<file path="config.mk">
export PLATFORM = sky130hd
export DESIGN_NAME = bcd_conv_scheduler
export DESIGN_NICKNAME = d
export VERILOG_FILES = /design/src/rtl/bcd_sched_pkg.sv /design/src/rtl/bcd_conv_scheduler_rr_arbiter.sv /design/src/rtl/bcd_conv_scheduler.sv
export SDC_FILE = /design/constraint.sdc
export NUM_CORES = 1
export LEC_CHECK = 0
export BUFFER_PORTS_ARGS = -buffer_cell sky130_fd_sc_hd__buf_2
export CORE_MARGIN = 3
export CORE_UTILIZATION = 50
export CTS_CLUSTER_DIAMETER = 100
export CTS_CLUSTER_SIZE = 25
export DETAILED_ROUTE_END_ITERATION = 6
export PLACE_DENSITY = 0.94
export RECOVER_POWER = 50
export SLEW_MARGIN = 25
export SYNTH_ARGS = -nofsm -noshare
export SYNTH_HDL_FRONTEND = slang
export SYNTH_HIERARCHICAL = 1
export SYNTH_SLANG_ARGS = --single-unit
</file>
<file path="constraint.sdc">
create_clock -name clk_i -period 4.4 [get_ports clk_i]
set_input_delay 1.32 -clock clk_i [delete_from_list [all_inputs] [get_ports clk_i]]
set_output_delay 1.32 -clock clk_i [all_outputs]
set_load 0.02 [all_outputs]
</file>
<file path="src/rtl/bcd_sched_pkg.sv">
// Shared types and sizing for the BCD conversion scheduler.
package bcd_sched_pkg;

   localparam int unsigned DATA_W          = 36;
   localparam int unsigned BCD_W           = 44;
   localparam int unsigned DEF_CONV_CYCLES = 38;
   localparam int unsigned ID_W            = 3;

   typedef enum logic [1:0] {
      ST_IDLE    = 2'd0,
      ST_CONVERT = 2'd1,
      ST_CAPTURE = 2'd2,
      ST_RECOVER = 2'd3
   } state_e;

   // Width of a counter that must reach cycles-1.
   function automatic int unsigned cnt_width(input int unsigned cycles);
      return (cycles <= 1) ? 1 : $clog2(cycles);
   endfunction

endpackage

</file>
<file path="src/rtl/bcd_conv_scheduler_rr_arbiter.sv">
// Round-robin pick: search begins one past the previous winner; purely combinational.
module rr_arbiter #(
   parameter int unsigned N_REQ = 4,
   parameter int unsigned IDX_W = $clog2(N_REQ)
) (
   input  logic [N_REQ-1:0] req_i,
   input  logic [IDX_W-1:0] last_i,
   output logic [N_REQ-1:0] gnt_o,
   output logic [IDX_W-1:0] idx_o,
   output logic             valid_o
);

   logic [IDX_W-1:0] sel;

   always_comb begin
      gnt_o   = '0;
      idx_o   = '0;
      valid_o = 1'b0;
      sel     = '0;
      for (int unsigned off = 1; off <= N_REQ; off++) begin
         sel = IDX_W'((32'(last_i) + off) % N_REQ);
         if (!valid_o && req_i[sel]) begin
            valid_o    = 1'b1;
            idx_o      = sel;
            gnt_o[sel] = 1'b1;
         end
      end
   end

endmodule

</file>
<file path="src/rtl/bcd_conv_scheduler.sv">
// Round-robin scheduler sharing one serial binary-to-BCD engine among N_REQ clients.
// Define BCD_SCHED_ZERO_BYPASS_EN to answer zero operands without running the engine.
module bcd_conv_scheduler
   import bcd_sched_pkg::*;
#(
   parameter int unsigned N_REQ       = 4,
   parameter int unsigned CONV_CYCLES = DEF_CONV_CYCLES
) (
   input  logic                    clk_i,
   input  logic                    reset_i,
   input  logic [N_REQ-1:0]        req_i,
   input  logic [N_REQ*DATA_W-1:0] req_data_i,
   output logic [N_REQ-1:0]        gnt_o,
   output logic                    done_o,
   output logic [ID_W-1:0]         done_id_o,
   output logic [BCD_W-1:0]        result_o,
   output logic                    busy_o,
   output logic                    eng_enable_o,
   output logic [DATA_W-1:0]       eng_data_o,
   input  logic [BCD_W-1:0]        eng_bcd_i
);

   localparam int unsigned IDX_W     = $clog2(N_REQ);
   localparam int unsigned CNT_W     = cnt_width(CONV_CYCLES);
   localparam logic [CNT_W-1:0] CNT_LAST = CNT_W'(CONV_CYCLES - 1);

   state_e              state_q, state_d;
   logic [CNT_W-1:0]    cnt_q, cnt_d;
   logic [IDX_W-1:0]    last_q, last_d;
   logic [IDX_W-1:0]    id_q, id_d;
   logic                bypass_q, bypass_d;
   logic [N_REQ-1:0]    gnt_q, gnt_d;
   logic                done_q, done_d;
   logic [ID_W-1:0]     done_id_q, done_id_d;
   logic [BCD_W-1:0]    result_q, result_d;
   logic                busy_q, busy_d;
   logic                eng_en_q, eng_en_d;
   logic [DATA_W-1:0]   eng_data_q, eng_data_d;

   logic [N_REQ-1:0]    arb_gnt;
   logic [IDX_W-1:0]    arb_idx;
   logic                arb_valid;
   logic [DATA_W-1:0]   win_data;
   logic                zero_win;

   rr_arbiter #(
      .N_REQ (N_REQ),
      .IDX_W (IDX_W)
   ) u_arb (
      .req_i   (req_i),
      .last_i  (last_q),
      .gnt_o   (arb_gnt),
      .idx_o   (arb_idx),
      .valid_o (arb_valid)
   );

   // Operand of the current arbitration winner.
   always_comb begin
      win_data = '0;
      for (int k = 0; k < N_REQ; k++) begin
         if (arb_gnt[k]) win_data = req_data_i[k*DATA_W +: DATA_W];
      end
   end

`ifdef BCD_SCHED_ZERO_BYPASS_EN
   assign zero_win = (win_data == '0);
`else
   assign zero_win = 1'b0;
`endif

   always_ff @(posedge clk_i) begin
      if (reset_i) state_q <= ST_IDLE;
      else         state_q <= state_d;
   end

   // A zero-bypass grant skips CONVERT and lets CAPTURE/RECOVER issue the done.
   always_comb begin
      state_d = state_q;
      unique case (state_q)
         ST_IDLE:    if (arb_valid) state_d = zero_win ? ST_CAPTURE : ST_CONVERT;
         ST_CONVERT: if (cnt_q == CNT_LAST) state_d = ST_CAPTURE;
         ST_CAPTURE: state_d = ST_RECOVER;
         ST_RECOVER: state_d = ST_IDLE;
         default:    state_d = ST_IDLE;
      endcase
   end

   always_comb begin
      cnt_d      = cnt_q;
      last_d     = last_q;
      id_d       = id_q;
      bypass_d   = bypass_q;
      gnt_d      = '0;
      done_d     = 1'b0;
      done_id_d  = done_id_q;
      result_d   = result_q;
      eng_en_d   = 1'b0;
      eng_data_d = eng_data_q;
      busy_d     = (state_d != ST_IDLE);
      unique case (state_q)
         ST_IDLE: begin
            if (arb_valid) begin
               gnt_d    = arb_gnt;
               last_d   = arb_idx;
               id_d     = arb_idx;
               cnt_d    = '0;
               bypass_d = zero_win;
               if (!zero_win) begin
                  eng_en_d   = 1'b1;
                  eng_data_d = win_data;
               end
            end
         end
         ST_CONVERT: begin
            cnt_d = cnt_q + CNT_W'(1);
            if (cnt_q == CNT_LAST) begin
               done_d    = 1'b1;
               done_id_d = ID_W'(id_q);
               result_d  = eng_bcd_i;
            end else begin
               eng_en_d = 1'b1;
            end
         end
         ST_CAPTURE: begin
            if (bypass_q) begin
               done_d    = 1'b1;
               done_id_d = ID_W'(id_q);
               result_d  = '0;
               bypass_d  = 1'b0;
            end
         end
         default: ;
      endcase
   end

   always_ff @(posedge clk_i) begin
      if (reset_i) begin
         cnt_q      <= '0;
         last_q     <= IDX_W'(N_REQ - 1);
         id_q       <= '0;
         bypass_q   <= 1'b0;
         gnt_q      <= '0;
         done_q     <= 1'b0;
         done_id_q  <= '0;
         result_q   <= '0;
         busy_q     <= 1'b0;
         eng_en_q   <= 1'b0;
         eng_data_q <= '0;
      end else begin
         cnt_q      <= cnt_d;
         last_q     <= last_d;
         id_q       <= id_d;
         bypass_q   <= bypass_d;
         gnt_q      <= gnt_d;
         done_q     <= done_d;
         done_id_q  <= done_id_d;
         result_q   <= result_d;
         busy_q     <= busy_d;
         eng_en_q   <= eng_en_d;
         eng_data_q <= eng_data_d;
      end
   end

   assign gnt_o        = gnt_q;
   assign done_o       = done_q;
   assign done_id_o    = done_id_q;
   assign result_o     = result_q;
   assign busy_o       = busy_q;
   assign eng_enable_o = eng_en_q;
   assign eng_data_o   = eng_data_q;

endmodule

</file>
==> results of run 1 <==
[through the flow]
stage                     power, µW  util [%]  instance area, µm²  cells
after floorplan                1910         -                5780    678
after global placement         2210      64.9                7190   1047
after detailed placement       2240      64.9                7190   1047
after CTS                      2990      67.4                7460   1063
after global routing           3140      66.9                7420   1067
final                          2970      66.9                7420   1067
[where the power goes]
| part | total, µW | leakage [µW] | internal [µW] | switching [µW] |
|---|---|---|---|---|
| registers | 1050 | 0.000825 | 999 | 46.7 |
| logic | 1180 | 0.00226 | 517 | 663 |
| clock network | 744 | 0.000128 | 399 | 345 |
| total | 2970 | 0.00321 | 1920 | 1050 |
[registers in the layout (all words and copies together), names as in the netlist, 2 cells and up]
name	cells
cnt_q	6
done_id_o	2
eng_data_o	36
gnt_o	4
id_q	2
last_q	2
result_o	44
state_q	2
[final timing paths]
| path | to | slack, ps | cells past startpoint |
|---|---|---|---|
| worst max register to register | eng_data_o[5] | 930 | 9 |
| worst min-delay path | id_q[0] | 460 | 2 |
| worst max-delay path | eng_data_o[5] | 900 | 10 |
| worst min register to register | id_q[0] | 460 | 2 |
[cell type report]
type,instances,area [µm²]
multi-input cells,470,3270
diodes,4,10.0
clock inverters,5,36.3
well taps,140,175
clock buffers,11,243
fillers,913,3660
repair buffers,293,1500
inverters,43,161
flip-flops and latches,101,2020
[layer usage]
| layer | up-vias | part of all wire (%) |
|---|---|---|
| met5 | - | 0 |
| met4 | 0 | 4.1 |
| met3 | 55 | 11 |
| met2 | 316 | 48 |
| met1 | 2696 | 37 |
| li1 | 2880 | - |
[logic make-up (layout without fill, tap and decap cells)]
kind of cell / Yosys count / in the layout / synth area share [%]
DFF: 101 / 101 / 35.0
and+or+nand+nor: 221 / 221 / 22.1
muxes: 51 / 51 / 9.29
other: 1 / 5 / 0.0649
AOI/OAI and AO/OA: 187 / 187 / 22.6
adders and majority gates: 10 / 10 / 2.16
buffers and inverters: 107 / 352 / 8.74
[critical path, delay by kind of cell]
kind,cells,cell delay [ps]
compound gates,7,1630
buf+inv,2,400
simple gates,1,370
[cell usage after synthesis (4+ instances only)]
cell	n	area share [%]
a211oi_1	39	5.1
a21oi_1	83	7.2
a221o_1	40	6.9
buf_2	23	2.0
buf_4	4	0.52
buf_6	8	1.6
clkbuf_1	27	1.8
dfxtp_1	101	35
ha_1	10	2.2
inv_1	42	2.7
mux2i_1	48	8.3
nand2_1	21	1.4
nand2b_1	96	10
nand3b_1	37	4.8
nor2_1	46	3.0
nor3b_1	6	0.78
o21ai_1	5	0.43
==> out/metrics.cfg, run 1 <==
[outcome]
status=finished, violations left
failed_checks=DRC, capacitance limit, slew limit

[global_route]
grt_busiest_layer=met2
grt_pass1_wl_mm=27.4
use_met2_pct=43.4
antenna_found_initial=4
grt_util_met1_pct=29.7
met3_usage_pct=9.02
grt_pass1_vias=5669
grt_max_degree=133
grtUsageTotal_pct=26.3
grt-ovfl-total=0

[clock_tree]
clock_latency_ps=340
h-tree-depth=3
cts-root-buf=clkbuf_16
postCtsSetupRepairBufs=0
cts.path.max_buffers=2
cts_buffers=9
cts.clk_slew.worst_paths_ps=70
cts_hold_buf=0
cts_resized=0
cts_tree=built
cts.sinks=101

[critical_path]
crit_top_cell=a21oi_1
crit_required_ps=4640
critPathLaunch=req_i[2]
worstSetupEndpointType=flip-flop
crit_path_max_fanout=24
slowest_stage=a221o_2
slowest_delay_ps=530
worstPathCellList=buf_2, or3b_1, o21ai_1, a21oi_1, o22ai_2, a221o_2, buf_12, a21oi_1, a221o_1, a211oi_1
crit_arrival_ps=3740
r2r_start=last_q[1]
crit_path_start_kind=input pin
worstSetupPathType=input pin to flip-flop

[sta]
clock-skew-final_ps=5.57
slew_violations=133
post-route-period-util_pct=79.6
hold_viol_final=0
worst_pin_slew_ps=2030
slew_headroom_pct=-35.5
setup_ws_ps=898
hold_ws_ps=461
setup_viol=0
period_minus_slack_ps=3500
setup_tns_ps=0
rsz0062_at_grt=false
fmax_mhz=286

[placed_design]
numPortBuffers=282
gp_congestion=0.959
dp_slack_ps=610
dp.final_hpwl_mm=13.0

[layout]
final_common_cell=buf_2
fin_nets=1122
drive_gt1_share_pct=30.6
final_cell_mix=buf_2, dfxtp_1, nand2b_1
syn_to_final_growth_pct=28.3

[floorplanning]
die_width_um=114
rows=38
core_region_area_um2=11100
io_pins=284
die_y_um=114
dieArea_um2=12900
start_util_pct=52.2

[route]
drcViolationCount=12
ant_nets=0
vias=5947
viasPerCell=5.57
wl_mm=17.8
firstDrtPassIters=7
drt_iter0_drc=501
post_drt_wl_per_cell_um=16.7

[pwr]
p_leak_uw=0.00321
max-vdd-ir-drop_mv=0.287
power.density_nw_per_um2=400

[synthesis]
syn-num-nets=882
ys_ff_latch=101
yosysWarnings=6
syn_area_per_cell_um2=8.53
ys_seq_area_share_pct=35.0
synth_flop_cell=dfxtp_1
synthArstFlopShare_pct=0
synth_edf_count=0
synthCells=678
syn_area_um2=5780
ys_types=46

[min_path]
hold_class=flip-flop to flip-flop
hold_start=id_q[0]

[flow_run]
cap_violations=1

Note: power is estimated with default switching activity, not from simulation.
==> inputs of run 2 (changes only) <==
- CORE_UTILIZATION: 50 -> 42
- PLACE_DENSITY: 0.94 -> 0.85
- clock period: 4.4 -> 2.9 ns (I/O delays scaled with it)
==> run 2 against run 1 <==
Compared with the run above:
- the flow now finishes without violations
- sequential power grew 51%
- total power is 61% higher
- worst hold slack got worse by 1.8 ps
- wire length shrank 2.2%
- design area up 4.5%
- clock-buffer cell count is 2 lower
- global-route usage down 4.9 points
- critical endpoint is now eng_data_o[9]
- critical path type unchanged
==> out/metrics.cfg, run 2 (synthesized netlist as in run 1, its figures left out) <==
[outcome]
status=finished clean

[layout]
design_area_um2=7750  ; +4.5%
syn_to_final_growth_pct=34.1
fin_nets=1165  ; +3.8%
final_cells=1145  ; +7.3%
final_cell_mix=buf_2, dfxtp_1, nand2b_1
final_common_cell=buf_2
drive_gt1_share_pct=29.0  ; -1.6 points
fillers=1204  ; +32%
largest_reg_flops=44  ; unchanged

[sta]
slew_headroom_pct=39.1  ; +75 points
setup_ws_ps=97.4  ; -800 ps
worst_pin_slew_ps=913  ; -1120 ps
post-route-period-util_pct=96.6
setup_viol=0  ; unchanged
hold_viol_final=0  ; unchanged
rsz0062_at_grt=false
setup_tns_ps=0  ; unchanged
slew_violations=0  ; -100%
period_minus_slack_ps=2800
clock-skew-final_ps=11.0  ; +5.42 ps
fmax_mhz=357

[critical_path]
worstRegToRegCells=8  ; -1
r2r_start=last_q[0]
endpoint=eng_data_o[9]
slowest_delay_ps=420  ; -110 ps
crit_required_ps=3150  ; -1490 ps
timing.rr.end=eng_data_o[9]
crit_path_start_kind=input pin
worstSetupEndpointType=flip-flop
worstSetupPathType=input pin to flip-flop
slowest_stage=a221o_2
crit_path_max_fanout=10  ; -58%
regToRegSetupSlack_ps=160  ; -770 ps
worstPathCellList=buf_2, or3b_1, o21ai_1, a21oi_1, o22ai_2, a221o_2, buf_4, a21oi_1, a221o_1, a211oi_1
critPathLaunch=req_i[3]
crit_arrival_ps=3050  ; -690 ps
crit_top_cell=a21oi_1

[route]
viasPerCell=5.25  ; -5.8%
met3WireLength_mm=1.85  ; -7.0%
wl_met1_mm=6.93  ; +4.6%
drcViolationCount=0  ; -12
vias=6009  ; +1.0%
drt_iter0_drc=360  ; -28%
post_drt_wl_per_cell_um=15.2  ; -8.9%
met2_length_mm=8.28  ; -2.4%
firstDrtPassIters=5  ; -2
top_layer=met4
ant_nets=0  ; unchanged
wl_mm=17.4  ; -2.2%

[clock_tree]
cts_hold_buf=0  ; unchanged
cts.clk_slew.worst_paths_ps=80  ; about the same
cts.sinks=101  ; unchanged
clock_latency_ps=340  ; about the same
cts_buffers=9  ; unchanged
cts.path.max_buffers=2  ; unchanged
cts-root-buf=clkbuf_16
h-tree-depth=3  ; unchanged
cts_tree=built

[pwr]
power_switching_uw=1660  ; +58%
max-vdd-ir-drop_mv=0.303  ; +5.4%
power.density_nw_per_um2=615  ; +54%
seqPwrFrac_pct=33.3  ; -1.9 points
p_leak_uw=0.00325  ; +1.5%
p_comb_share_pct=40.7  ; +1.0 points
power.share.switching_pct=34.9  ; -0.61 points
internal-power_uw=3100  ; +62%
p_clk_share_pct=26.0  ; +0.9 points

[global_route]
antenna_found_initial=1  ; -3
grt-ovfl-total=0  ; unchanged
grt_max_degree=65  ; -51%
grt_pass1_vias=5531  ; -2.4%
grt_pass1_wl_mm=26.1  ; -4.7%
grtUsageTotal_pct=21.4  ; -4.9 points

[min_path]
hold_class=flip-flop to flip-flop
hold_start=id_q[1]

[placed_design]
place_inst=1126  ; +7.5%
dp_slack_ps=-190  ; -800 ps
placed_area_um2=7550  ; +5.1%
gp_congestion=0.884  ; -7.8%
numPortBuffers=282  ; unchanged
dp.final_hpwl_mm=13.1  ; +0.54%

[floorplanning]
rows=42  ; +11%
io_pins=284  ; unchanged
dieArea_um2=15200  ; +18%
die_y_um=123  ; +8.6%
start_util_pct=43.3  ; -8.9 points
core_region_area_um2=13300  ; +20%
die_width_um=123  ; +8.6%

[flow_run]
cap_violations=0  ; -1

[run 2: worst max-delay path, delay by kind of cell]
family | cells | cell delay [ps]
AOI/OAI and AO/OA | 7 | 1460
and+or+nand+nor | 1 | 370
buffers and inverters | 2 | 350
[run 2: final cells by class]
cell class,instances,area [µm²],area share (%)
multi-input cells,470,3270,42.2
flip-flops and latches,101,2020,26.1
repair buffers,336,1760,22.8
clock buffers,9,225,2.91
well taps,176,220,2.84
inverters,43,161,2.08
clock inverters,7,81.3,1.05
diodes,3,7.51,0.0968
[run 2: power by group through the flow]
stage	combinational [µW]	clock, µW	sequential, µW
after global placement	1930	0	1610
after floorplan	1140	0	1760
after CTS	1970	1280	1580
after detailed placement	1970	0	1610
final	1940	1240	1590
after global routing	2120	1330	1600
[run 2: timing repair]
item                       CTS  global route
setup buffers                0             0
setup endpoints to repair    0             8
hold endpoints to repair     0             0
gates resized for setup      0             1
[run 2: worst min path at each step]
stage,endpoint,slack (ps),depth (start not counted)
3_3_place_gp,id_q[1],450,2
4_1_cts,id_q[1],460,2
6_report,id_q[1],460,2
2_1_floorplan,id_q[0],440,2
5_1_grt,result_o[37],490,2
3_5_place_dp,id_q[1],450,2
[run 2: routing by layer]
| metal | up-vias | GRT usage [%] |
|---|---|---|
| met5 | - | 0 |
| met4 | 0 | 8.93 |
| met3 | 29 | 5.26 |
| met2 | 317 | 35.5 |
| met1 | 2710 | 26.5 |
| li1 | 2953 | - |
[run 2: per-stage QoR]
stage                     power (µW)  hold slack [ps]  utilization [%]
after floorplan                 2900              437                -
after global placement          3540              445             56.6
after detailed placement        3580              451             56.6
after CTS                       4840              461             58.9
after global routing            5060              486             58.0
final                           4770              460             58.1
